==> config.mk <==
export PLATFORM = sky130hd
export DESIGN_NAME = shiftreg_ctl
export DESIGN_NICKNAME = d
export VERILOG_FILES = /design/src/rtl/shiftreg_pkg.sv /design/src/rtl/shiftreg_cnt.sv /design/src/rtl/shiftreg_ctl.sv
export SDC_FILE = /design/constraint.sdc
export NUM_CORES = 1
export LEC_CHECK = 0
export ABC_AREA = 1
export CORE_MARGIN = 4
export CORE_UTILIZATION = 40
export DETAILED_ROUTE_END_ITERATION = 6
export DONT_BUFFER_PORTS = 1
export GPL_TIMING_DRIVEN = 0
export PLACE_DENSITY = 0.56
export SYNTH_ARGS = -nofsm -noshare
export SYNTH_HDL_FRONTEND = slang
export SYNTH_HIERARCHICAL = 1
export SYNTH_SLANG_ARGS = --single-unit
==> constraint.sdc <==
create_clock -name CLK -period 2.7 [get_ports CLK]
set_input_delay 0.54 -clock CLK [delete_from_list [all_inputs] [get_ports CLK]]
set_output_delay 0.54 -clock CLK [all_outputs]
set_load 0.02 [all_outputs]
==> src/rtl/shiftreg_pkg.sv <==
// Shared encodings for the length-controlled shift register and its counter.
package shiftreg_pkg;

    typedef enum logic [1:0] {
        ST_IDLE  = 2'd0,
        ST_SHIFT = 2'd1,
        ST_DONE  = 2'd2
    } state_t;

    localparam logic DIR_RIGHT = 1'b0;
    localparam logic DIR_LEFT  = 1'b1;

endpackage

==> src/rtl/shiftreg_cnt.sv <==
// Loadable down-counter for the shift sequencer: saturates LEN to WIDTH on load
// and flags the terminal count when the last enabled decrement is happening.
module shiftreg_cnt #(
    parameter  int WIDTH = 16,
    localparam int CW    = $clog2(WIDTH + 1)
) (
    input  logic          clk,
    input  logic          rst_n,
    input  logic          clr,
    input  logic          load,
    input  logic [CW-1:0] len,
    input  logic          en,
    output logic [CW-1:0] cnt,
    output logic          tc
);

    localparam logic [CW-1:0] MAX_CNT = CW'(WIDTH);

    logic [CW-1:0] len_sat;

    assign len_sat = (len > MAX_CNT) ? MAX_CNT : len;

    always_ff @(posedge clk or negedge rst_n) begin
        if (!rst_n) begin
            cnt <= '0;
        end else if (clr) begin
            cnt <= '0;
        end else if (load) begin
            cnt <= len_sat;
        end else if (en && (cnt != '0)) begin
            cnt <= cnt - 1'b1;
        end
    end

    assign tc = en && (cnt == CW'(1));

endmodule

==> src/rtl/shiftreg_ctl.sv <==
// Length-controlled shift register with parallel load, direction select and
// start/done handshake. Define SHIFTREG_ROTATE_EN to add the ROT input.
module shiftreg_ctl
    import shiftreg_pkg::*;
#(
    parameter  int WIDTH = 16,
    localparam int CW    = $clog2(WIDTH + 1)
) (
    input  logic             CLK,
    input  logic             CLR_N,
    input  logic             CLR,
    input  logic             D,
    input  logic [WIDTH-1:0] P,
    input  logic             LOAD,
    input  logic             START,
    input  logic [CW-1:0]    LEN,
    input  logic             DIR,
    input  logic             EN,
`ifdef SHIFTREG_ROTATE_EN
    input  logic             ROT,
`endif
    output logic [WIDTH-1:0] Q,
    output logic             SO,
    output logic             BUSY,
    output logic             DONE
);

    state_t           state;
    state_t           state_nxt;
    logic [WIDTH-1:0] q_nxt;
    logic             dir_r;
    logic             dir_nxt;
    logic             rot_r;
    logic             cnt_load;
    logic             cnt_en;
    logic             cnt_tc;
    logic [CW-1:0]    cnt;
    logic             ins_bit;

    function automatic logic [WIDTH-1:0] shift_one(input logic [WIDTH-1:0] v,
                                                   input logic             dir_sel,
                                                   input logic             ins);
        if (dir_sel == DIR_LEFT) begin
            return {v[WIDTH-2:0], ins};
        end
        return {ins, v[WIDTH-1:1]};
    endfunction

    shiftreg_cnt #(
        .WIDTH (WIDTH)
    ) u_cnt (
        .clk   (CLK),
        .rst_n (CLR_N),
        .clr   (CLR),
        .load  (cnt_load),
        .len   (LEN),
        .en    (cnt_en),
        .cnt   (cnt),
        .tc    (cnt_tc)
    );

    // Rotation feeds the outgoing bit back in at the opposite end.
    assign SO      = (dir_r == DIR_LEFT) ? Q[WIDTH-1] : Q[0];
    assign ins_bit = rot_r ? SO : D;

`ifdef SHIFTREG_ROTATE_EN
    logic rot_nxt;

    always_ff @(posedge CLK or negedge CLR_N) begin
        if (!CLR_N) begin
            rot_r <= 1'b0;
        end else begin
            rot_r <= rot_nxt;
        end
    end
`else
    assign rot_r = 1'b0;
`endif

    always_ff @(posedge CLK or negedge CLR_N) begin
        if (!CLR_N) begin
            state <= ST_IDLE;
            Q     <= '0;
            dir_r <= DIR_RIGHT;
        end else begin
            state <= state_nxt;
            Q     <= q_nxt;
            dir_r <= dir_nxt;
        end
    end

    always_comb begin
        state_nxt = state;
        q_nxt     = Q;
        dir_nxt   = dir_r;
        cnt_load  = 1'b0;
        cnt_en    = 1'b0;
`ifdef SHIFTREG_ROTATE_EN
        rot_nxt   = rot_r;
`endif
        if (CLR) begin
            state_nxt = ST_IDLE;
            q_nxt     = '0;
        end else begin
            unique case (state)
                ST_IDLE: begin
                    if (LOAD) begin
                        q_nxt = P;
                    end else if (START) begin
                        if (LEN == '0) begin
                            state_nxt = ST_DONE;
                        end else begin
                            state_nxt = ST_SHIFT;
                            dir_nxt   = DIR;
                            cnt_load  = 1'b1;
`ifdef SHIFTREG_ROTATE_EN
                            rot_nxt   = ROT;
`endif
                        end
                    end
                end
                ST_SHIFT: begin
                    if (EN) begin
                        cnt_en = 1'b1;
                        q_nxt  = shift_one(Q, dir_r, ins_bit);
                        if (cnt_tc) begin
                            state_nxt = ST_DONE;
                        end
                    end
                end
                ST_DONE: begin
                    state_nxt = ST_IDLE;
                end
                default: begin
                    state_nxt = ST_IDLE;
                end
            endcase
        end
    end

    assign BUSY = (state == ST_SHIFT);
    assign DONE = (state == ST_DONE);

endmodule

## After elaboration in Yosys (flattened, before gate mapping)

Index checks and enable logic that the tools add are counted.

| word-level totals | value |
|---|---|
| register bits | 24 |
| latch bits | 0 |
| bits in writable memories | 0 |
| bits in read-only memories | 0 |
| input bits | 29 |
| output and inout bits | 19 |
| word-level logic and storage cells | 57 |
| memories | 0 |

| cells by class | value |
|---|---|
| add/sub/neg operators | 1 |
| multiply operators | 0 |
| div/mod/pow operators | 0 |
| magnitude comparators | 1 |
| equality and inequality tests | 8 |
| shift-type cells | 0 |
| mux-type cells | 30 |
| bitwise logic cells | 3 |
| reductions and logical operators | 10 |

Operators by type and width:

| cell | number |
|---|---|
| $mux W16 | 5 |
| $pmux W16 S2 | 1 |
| $mux W5 | 4 |
| $mux W1 | 13 |
| $mux W2 | 6 |
| $ne A3 B3 Y1 const B | 4 |
| $reduce_bool A3 Y1 | 2 |
| $eq A5 B1 Y1 const B | 1 |
| $gt A5 B5 Y1 const B | 1 |
| $logic_not A5 Y1 | 1 |
| $reduce_and A5 Y1 | 1 |
| $reduce_bool A5 Y1 | 1 |
| $sub A5 B1 Y5 const B | 1 |
| $pmux W2 S2 | 1 |
| $reduce_and A4 Y1 | 1 |
| $ne A3 B2 Y1 const B | 1 |
| $not A1 Y1 | 3 |
| $reduce_and A3 Y1 | 1 |
| $eq A2 B1 Y1 const B | 1 |
| $eq A2 B2 Y1 const B | 1 |
| $logic_and A1 B1 Y1 | 2 |
| $logic_not A2 Y1 | 1 |

## Logic depth before layout (Yosys ltp)

Gate-level depths: netlist of run 1.

| depth | value |
|---|---|
| word-level depth | 8 |
| mapped depth | 12 |

## Cells and area by module

The synthesis of run 1 kept the hierarchy.

Modules (own cells, without submodules):

| module | instances | cells each | area an instance (um^2) | seq. area each (um^2) |
|---|---|---|---|---|
| shiftreg_ctl | 1 | 208 | 1258.7 | 475.5 |
| shiftreg_cnt | 1 | 54 | 396.6 | 125.1 |

## Least setup slack after synthesis of run 1

No wires, ideal clock.

| timing path | value |
|---|---|
| path kind | reg2reg |
| from | register state[0] |
| to | register state[1] |
| setup time | 0.077 ns |
| arrival time | 1.621 ns |
| setup slack | 1.002 ns |
| cell stages (with the launch flop) | 13 |
| path buffers | 2 |
| cell sequence | dfrtp_1 inv_2 nor2_2 buf_6 buf_6 nand2_1 nor2_1 nand2_1 nor4_1 nand2_1 nand3_1 nand3_1 a21oi_1 |

| on the way | value |
|---|---|
| cells in the longest elaborated chain, start to end | 6 |
| elaborated cells on any way between the ends | 12 |
| those cells by class | eq/ne (5); mux (4); reduce/logical (3) |

Ends and longest elaborated chain:

| element | RTL line | text |
|---|---|---|
| start: declaration | shiftreg_ctl.sv:28 | `state_t state;` |
| start signal: assignment | shiftreg_ctl.sv:86 | `state <= state_nxt;` |
| $eq A2 B1 Y1 | -- |  |
| via BUSY | shiftreg_ctl.sv:24 | `output logic BUSY,` |
| $mux W1 | shiftreg_ctl.sv:105 | `unique case (state)` |
| $mux W1 | shiftreg_ctl.sv:101 | `if (CLR) begin` |
| via cnt_en | shiftreg_ctl.sv:35 | `logic cnt_en;` |
| $logic_and A1 B1 Y1 | shiftreg_cnt.sv:35 | `assign tc = en && (cnt == CW'(1));` |
| via cnt_tc | shiftreg_ctl.sv:36 | `logic cnt_tc;` |
| $ne A3 B2 Y1 (no line) | -- |  |
| $reduce_and A4 Y1 (no line) | -- |  |

The timed path passes the listed nets, and every way through them passes these cells.
A chain may end at the register's enable or synchronous reset.

## Final worst setup path of run 1

| timing path | value |
|---|---|
| from | register dir_r |
| to | output SO |

| on the way | value |
|---|---|
| cells in the longest elaborated chain, start to end | 1 |

Ends and longest elaborated chain:

| element | RTL line | text |
|---|---|---|
| start: declaration | shiftreg_ctl.sv:31 | `logic dir_r;` |
| start signal: assignment | shiftreg_ctl.sv:88 | `dir_r <= dir_nxt;` |
| $mux W1 | shiftreg_ctl.sv:63 | `assign SO = (dir_r == DIR_LEFT) ? Q[WIDTH-1] : Q[0];` |
| end: declaration | shiftreg_ctl.sv:23 | `output logic SO,` |

No other way between the ends.

==> flow_metrics.tcl, run 1 <==
set metrics [dict create \
    yosysMostFrequentCell "nand2_1" \
    synth_seq_area_share_pct 36.3 \
    viasPerCell 4.65 \
    internal-power_w 0.000655 \
    core_area_um2 4000 \
    synth_cells 262 \
    hold_violations 0 \
    synth_common_cells "136 x nand2_1, 28 x nand3_1, 26 x inv_1, 24 x dfrtp_1, 11 x nor2_1" \
    synthDistinctLibCells 26 \
    seqCellArea_um2 601 \
    status "complete, no violations" \
    cts_setup_buffers 0 \
    cts.clk_slew.worst_paths_ns 0.09 \
    rsz0062_at_grt "no" \
    areaGrowthSynthToFinish_pct 8.31 \
    p_leak_nw 1.02 \
    finalCriticalPeriod_ns 2.07 \
    drc 0 \
    tns_ns 0 \
    multi_input_area_um2 875 \
    cts.sinks 24 \
    switching_share_pct 39.0 \
    async_reset_ff_share_pct 100 \
    avgSynthCellArea_um2 6.32 \
    fmax_ghz 0.483 \
    yosys_warnings 6 \
    dr.first_iter.drc_count 59 \
    finalMaxSlewViolations 0 \
    dieWidth_um 72.3 \
    gp_congestion 0.782 \
    critPathMaxStageDelay_ns 0.63 \
    die_h_um 72.3 \
    synth_top_cell_by_area "dfrtp_1" \
    syn_nets 293 \
    dp.cells 312 \
    cp.arrival_ns 1.53 \
    tightest_slew_ns 0.702 \
    routed_wl_um 3960 \
    cp-startpoint "dir_r" \
    nFillCells 432 \
    crit_slowest_cell "o21ai_0" \
    syn_area_um2 1660 \
    synthTopCellsByArea "dfrtp_1 36%, nand2_1 31%, nand3_1 8.5%" \
    hold_class "primary input to async pin" \
    hpwlAfterDp_um 3020 \
    h-tree-depth 1 \
    seq_power_share_pct 44.5 \
    clock_power_share_pct 23.5 \
    post-route-period-util_pct 76.7 \
    grt_pass1_vias 1406 \
    rows 23 \
    worstSetupEndpointType "output port" \
    tritoncts "done" \
    timing.max_cap.violations 0 \
    cp.required_ns 2.16 \
    p_sw_w 0.000418 \
    setup_violations 0 \
    finalClockSkew_ns 0.00264 \
    cp_max_fo 10 \
    antenna_found_initial 0 \
    antenna_cells 0 \
    synth_edf_count 0 \
    path_cells "clkbuf_1 -> o21ai_0" \
    cts_buffers 3 \
    die-area_um2 5230 \
    nets 299 \
    vdd_drop_max_mv 0.216 \
    initial_core_util_pct 41.4 \
    cts_buffer_depth 2 \
    dominantRegCellSynth "dfrtp_1" \
    grt_pass1_wl_um 6420 \
    port_buffers 0 \
    dr.pass1.iters 4 \
    drive_gt1_share_pct 10.1 \
    overflow 0 \
    critPathKind "register to output port" \
    detail-route-antenna-nets 0 \
    worstSkewPairLatency_ns 0.27 \
    relSlewSlack_pct 52.7 \
    synth-seq-cells 24 \
    synth_top_area_share_pct 36.3 \
    start_kind "register" \
    powerDensity_nw_per_um2 599 \
    grt_max_degree 25 \
    ioPinCount 48 \
    root_buffer "clkbuf_8" \
    vias 1474 \
    stdcell_count 317 \
    grt_use_total_pct 15.6 \
    wl_per_cell_um 12.5 \
    combPwrFrac_pct 32.1 \
    crit-reg2reg-launch "state[0]" \
]
per-stage QoR:
step	total power (W)	worst slack, ns	area (um2)	hold slack [ns]	utilization [%]
after global routing	0.00116	0.507	1790	0.0699	44.8
final	0.00107	0.630	1790	0.0733	44.8
after floorplan	0.000752	1.00	1660	0.244	-
after CTS	0.00109	0.621	1790	0.0734	44.8
after detailed placement	0.000824	0.721	1720	0.245	42.9
after global placement	0.000821	0.757	1720	0.245	42.9
repair_timing:
item                                   in CTS  in global routing
resized for setup                           0                  0
endpoints found under the hold margin      24                  0
hold buffers                                1                  0
power by group through the flow:
stage	registers [W]	clock network (W)	logic, W
2_1_floorplan	0.000474	0	0.000279
3_3_place_gp	0.000486	0	0.000335
3_5_place_dp	0.000486	0	0.000337
4_1_cts	0.000479	0.000260	0.000351
5_1_grt	0.000485	0.000275	0.000399
6_report	0.000477	0.000252	0.000344
area by class of cell:
cell class | count | area share [%]
plain buffers | 8 | 3.42
inverters | 31 | 6.63
clock buffers | 4 | 3.07
multi-input cells | 199 | 48.8
flip-flops and latches | 24 | 33.5
well taps | 50 | 3.49
repair buffers | 1 | 1.12
path summary, 6_finish.rpt:
kind	end	slack [ns]	cells after the start
worst max-delay path	SO	0.63	2
worst min-delay path	Q[14]	0.07	1
worst max register to register	state[1]	0.75	12
worst min register to register	u_cnt/cnt[4]	0.56	2
max in group asynchronous	u_cnt/cnt[4]	2.48	1
min in group CLK	u_cnt/cnt[4]	0.42	3
per-layer routing:
| layer | global-route usage [%] | vias up | part of all wire, % |
|---|---|---|---|
| met5 | 0 | - | 0 |
| li1 | - | 803 | - |
| met1 | 19.4 | 632 | 48 |
| met3 | 4.16 | 4 | 6.1 |
| met4 | 5.43 | 0 | 1.2 |
| met2 | 25.8 | 35 | 45 |
flip-flops by register name (all words and copies together), names as in the netlist:
register and cells:
u_cnt/cnt 5, state 2, dir_r 1, Q 16
kinds of logic (layout without fill, tap and decap cells):
logic type | count (synthesis) | in the layout | synth area share [%]
DFF | 24 | 24 | 36.3
xor gates and xnor gates | 1 | 1 | 0.529
and+or+nand+nor | 185 | 185 | 46.6
buffers and inverters | 39 | 44 | 10.9
AOI/OAI and AO/OA | 11 | 11 | 4.16
adders and majority gates | 2 | 2 | 1.51
worst max-delay path: cells and delay by family (launching register included):
kind / cells / cell delay (ns)
AOI/OAI and AO/OA: 1 / 0.63
buffers and inverters: 1 / 0.23
DFF: 1 / 0.40
layout by cell type (no fill, tap or decap), drive strengths merged:
cell type    n
buf          7
o21ai        7
ha           2
a21boi       1
nand3       29
dfrtp       24
inv         31
xor2         1
nand2      138
a21oi        3
or2          1
nor4         1
nor3         1
clkbuf       6
nor2        15
(Power assumes the default switching activity.)
==> run 2: changes to the inputs <==
==> constraint.sdc (replaced) <==
create_clock -name CLK -period 2.15 [get_ports CLK]
set_input_delay 0.43 -clock CLK [delete_from_list [all_inputs] [get_ports CLK]]
set_output_delay 0.43 -clock CLK [all_outputs]
set_load 0.02 [all_outputs]
==> flow_metrics.tcl, run 2 (synthesized netlist as in run 1, its figures left out) <==
set metrics [dict create \
    post_dp_cell_area_um2 1720 \
    viasPerCell 4.64 \
    tns_ns 0 \
    cts_buffers 3 \
    grt_pass1_vias 1414 \
    wl_per_cell_um 12.5 \
    final_common_cell "nand2_1" \
    worstSetupEndpointType "output port" \
    r2r_setup_slack_ns 0.26 \
    gp_congestion 0.782 \
    routed_wl_um 3970 \
    cts.clk_slew.worst_paths_ns 0.09 \
    hold_end "u_cnt/cnt[4]" \
    tritoncts "done" \
    final_cell_mix "136 x nand2_1, 28 x nand3_1, 26 x inv_1" \
    antenna_cells 0 \
    powerDensity_nw_per_um2 748 \
    h-tree-depth 1 \
    port_buffers 0 \
    areaGrowthSynthToFinish_pct 9.07 \
    largest_reg_flops 16 \
    hpwlAfterDp_um 3020 \
    hold_violations 0 \
    detail-route-antenna-nets 0 \
    hold_depth 3 \
    post-route-period-util_pct 91.0 \
    rsz0062_at_grt "no" \
    finalCriticalPeriod_ns 1.96 \
    worstSkewPairLatency_ns 0.27 \
    cp.arrival_ns 1.53 \
    vias 1476 \
    critPathKind "register to output port" \
    setup_violations 0 \
    die_h_um 72.3 \
    start_kind "register" \
    status "complete, no violations" \
    core_area_um2 4000 \
    die-area_um2 5230 \
    tightest_slew_ns 0.702 \
    hold_start "CLR" \
    antenna_found_initial 0 \
    cp.required_ns 1.72 \
    dr.first_iter.drc_count 62 \
    p_leak_nw 1.03 \
    crit-reg2reg-launch "state[0]" \
    overflow 0 \
    timing.max_cap.violations 0 \
    vdd_drop_max_mv 0.271 \
    nFillCells 429 \
    dieWidth_um 72.3 \
    timing.rr.end "state[1]" \
    regMostFlops "Q" \
    ioPinCount 48 \
    dr.pass1.iters 4 \
    cts_buffer_depth 2 \
    design_area_um2 1810 \
    drive_gt1_share_pct 10.4 \
    finalMaxSlewViolations 0 \
    grt_pass1_wl_um 6440 \
    grt_use_total_pct 15.6 \
    rows 23 \
    post-route-util_pct 45.1 \
    top_regs "Q: 16 flops, u_cnt/cnt: 5 flops, state: 2 flops" \
    root_buffer "clkbuf_8" \
    cp_max_fo 10 \
    fmax_ghz 0.511 \
    cts.sinks 24 \
    drc 0 \
    rr_worst_depth 12 \
    relSlewSlack_pct 52.7 \
    grt_max_degree 25 \
    nets 300 \
    holdWs_ns 0.309 \
    initial_core_util_pct 41.4 \
    hold_class "primary input to register" \
    dp.cells 312 \
    stdcell_count 318 \
    finalClockSkew_ns 0.00262 \
]
[run 2: cell count changes in the layout (fill, tap and decap cells not counted), sizes merged]
| cell | delta |
|---|---|
| dlygate4sd3 | +1 |
[run 2: power by group]
group	internal [W]	leakage, nW	switching (W)
Sequential	0.000505	0.319	0.0000944
Clock	0.000164	0.0288	0.000153
Combinational	0.000155	0.680	0.000280
Total	0.000824	1.03	0.000527
[run 2: metrics by stage]
step | total power (W) | worst slack (ns)
after floorplan | 0.000945 | 0.452
after global placement | 0.00103 | 0.207
after detailed placement | 0.00103 | 0.171
after CTS | 0.00137 | 0.152
after global routing | 0.00146 | 0.0399
final | 0.00135 | 0.193
[run 2: area by class of cell]
| class | count | area, um2 | area share [%] |
|---|---|---|---|
| multi-input cells | 199 | 877 | 48.6 |
| flip-flops and latches | 24 | 601 | 33.3 |
| inverters | 31 | 119 | 6.58 |
| well taps | 50 | 62.6 | 3.47 |
| plain buffers | 8 | 61.3 | 3.40 |
| clock buffers | 4 | 55.1 | 3.05 |
| repair buffers | 2 | 30.0 | 1.66 |
[run 2: repair_timing]
action | in CTS | in global routing
endpoints found under the hold margin | 24 | 0
endpoints found under the setup margin | 0 | 1
setup buffers | 0 | 0
hold buffers | 2 | 0
gates resized for setup | 0 | 1
[run 2: worst max-delay path, stage by stage, from the launching register on]
cell and delay, ns:
dfrtp_1 0.40, clkbuf_1 0.23, o21ai_0 0.63
[run 2: metal layers]
layer | vias up | share of wire [%] | global-route usage, % | wire length (um)
met5 | - | 0 | 0 | 0
met4 | 0 | 1.2 | 5.43 | 48
met3 | 4 | 6.1 | 4.02 | 241
met2 | 33 | 45 | 26.0 | 1790
met1 | 634 | 47 | 19.5 | 1880
li1 | 805 | - | - | -
[run 2: how the worst max path moves through the flow]
stage                     startpoint  endpoint  cells after the start
final                          dir_r        SO                      2
after detailed placement    state[0]  state[1]                     12
after floorplan             state[0]  state[1]                     12
after CTS                   state[0]  state[1]                     12
after global routing        state[0]  state[1]                     12
after global placement      state[0]  state[1]                     12
==> run 3: changes to the inputs <==
--- a/config.mk
+++ b/config.mk
@@ -7,11 +7,11 @@
 export LEC_CHECK = 0
 export ABC_AREA = 1
 export CORE_MARGIN = 4
-export CORE_UTILIZATION = 40
+export CORE_UTILIZATION = 63
 export DETAILED_ROUTE_END_ITERATION = 6
 export DONT_BUFFER_PORTS = 1
 export GPL_TIMING_DRIVEN = 0
-export PLACE_DENSITY = 0.56
+export PLACE_DENSITY = 0.81
 export SYNTH_ARGS = -nofsm -noshare
 export SYNTH_HDL_FRONTEND = slang
 export SYNTH_HIERARCHICAL = 1
==> flow_metrics.tcl, run 3 (synthesized netlist as in run 1, its figures left out) <==
set metrics [dict create \
    status "complete, no violations" \
    rsz0062_at_grt "no" \
    cts.clk_slew.worst_paths_ns 0.13 \
    dp_slack_ns 0.246 \
    routed_wl_um 3520 \
    detail-route-antenna-nets 0 \
    grt_use_total_pct 22.4 \
    dp.cells 292 \
    wl_per_cell_um 11.9 \
    top_regs "Q: 16 flops, u_cnt/cnt: 5 flops, state: 2 flops" \
    hold_violations 0 \
    finalCriticalPeriod_ns 1.96 \
    grt_pass1_vias 1406 \
    post-route-period-util_pct 91.2 \
    die-area_um2 3510 \
    dr.first_iter.drc_count 101 \
    cp_max_fo 10 \
    grt_max_degree 25 \
    r2r_setup_slack_ns 0.26 \
    setup_violations 0 \
    fmax_ghz 0.510 \
    gp_congestion 0.865 \
    grt_pass1_wl_um 6120 \
    critPathKind "register to output port" \
    drc 0 \
    hold_depth 3 \
    post-route-util_pct 69.9 \
    hpwlAfterDp_um 2690 \
    finalClockSkew_ns 0.00893 \
    finalMaxSlewViolations 0 \
    rr_worst_depth 12 \
    antenna_found_initial 0 \
    overflow 0 \
    dr.pass1.iters 4 \
    antenna_cells 0 \
    rows 18 \
    powerDensity_nw_per_um2 702 \
    vias 1528 \
    timing.max_cap.violations 0 \
    cts_buffers 3 \
    port_buffers 0 \
    cp.required_ns 1.72 \
    worstSetupEndpointType "output port" \
    final_cell_mix "136 x nand2_1, 28 x nand3_1, 26 x inv_1" \
    viasPerCell 5.14 \
    p_leak_nw 1.01 \
    worstSkewPairLatency_ns 0.31 \
    nets 300 \
    tightest_slew_ns 0.632 \
    core_area_um2 2500 \
    die_h_um 59.3 \
    setup_slack_ns 0.189 \
    areaGrowthSynthToFinish_pct 5.59 \
    hold_class "primary input to register" \
    cts_setup_buffers 0 \
    start_kind "register" \
    dieWidth_um 59.3 \
    initial_core_util_pct 66.2 \
    relSlewSlack_pct 57.4 \
    root_buffer "clkbuf_4" \
    crit-reg2reg-launch "state[0]" \
    drive_gt1_share_pct 10.1 \
    final_common_cell "nand2_1" \
    vdd_drop_max_mv 0.488 \
    cp.arrival_ns 1.53 \
    largest_reg_flops 16 \
    tritoncts "done" \
    stdcell_count 297 \
    timing.rr.end "state[1]" \
    cp-startpoint "dir_r" \
    ioPinCount 48 \
    h-tree-depth 1 \
    tns_ns 0 \
    cts_buffer_depth 2 \
    holdWs_ns 0.260 \
    cts.sinks 24 \
    cp-endpoint "SO" \
    regMostFlops "Q" \
]
-- run 3: cell types whose count changed in the layout (fill, tap and decap cells not counted), sizes merged --
| cell | previous run | this run |
|---|---|---|
| clkbuf | 6 | 5 |
-- run 3: critical path: stages, from the launching register on --
cell      delay (ns)
dfrtp_1         0.42
clkbuf_1        0.23
o21ai_0         0.58
-- run 3: where the power goes --
part,leakage [nW],internal (W),switching (W),total (W)
logic,0.680,0.000155,0.000279,0.000434
registers,0.319,0.000505,0.0000932,0.000598
clock network,0.0138,0.0000654,0.000129,0.000194
total,1.01,0.000725,0.000501,0.00123
-- run 3: timing repair --
action | 4_1_cts | 5_1_grt
hold buffers | 2 | 0
gates resized for setup | 0 | 1
hold endpoints to repair | 24 | 0
endpoints found under the setup margin | 0 | 1
-- run 3: how the worst min path moves through the flow --
stage | startpoint | to | slack (ns)
global placement | CLR_N | Q[12] | 0.13
floorplan | CLR_N | Q[0] | 0.13
global route | CLR | u_cnt/cnt[3] | 0.24
finish | CLR | u_cnt/cnt[3] | 0.26
detailed placement | CLR_N | Q[11] | 0.13
CTS | CLR | u_cnt/cnt[3] | 0.25
-- run 3: metrics by stage --
| stage | area [um2] | power [W] |
|---|---|---|
| global placement | 1690 | 0.00102 |
| detailed placement | 1690 | 0.00103 |
| floorplan | 1660 | 0.000945 |
| finish | 1750 | 0.00123 |
| global route | 1750 | 0.00133 |
| CTS | 1750 | 0.00124 |
-- run 3: layer usage --
metal  GRT usage (%)  vias up  share of wire, %
met5               0        -                 0
met4            5.83        0              0.48
met3            5.01        2               8.3
met2            32.9       60                45
met1            32.9      656                47
li1                -      810                 -
-- run 3: cell type report --
type / count / area (um2)
Multi-Input combinational cell: 199 / 877
Fill cell: 232 / 752
Buffer: 8 / 61.3
Tap cell: 30 / 37.5
Inverter: 31 / 119
Sequential cell: 24 / 601
Clock buffer: 3 / 22.5
Timing Repair Buffer: 2 / 30.0
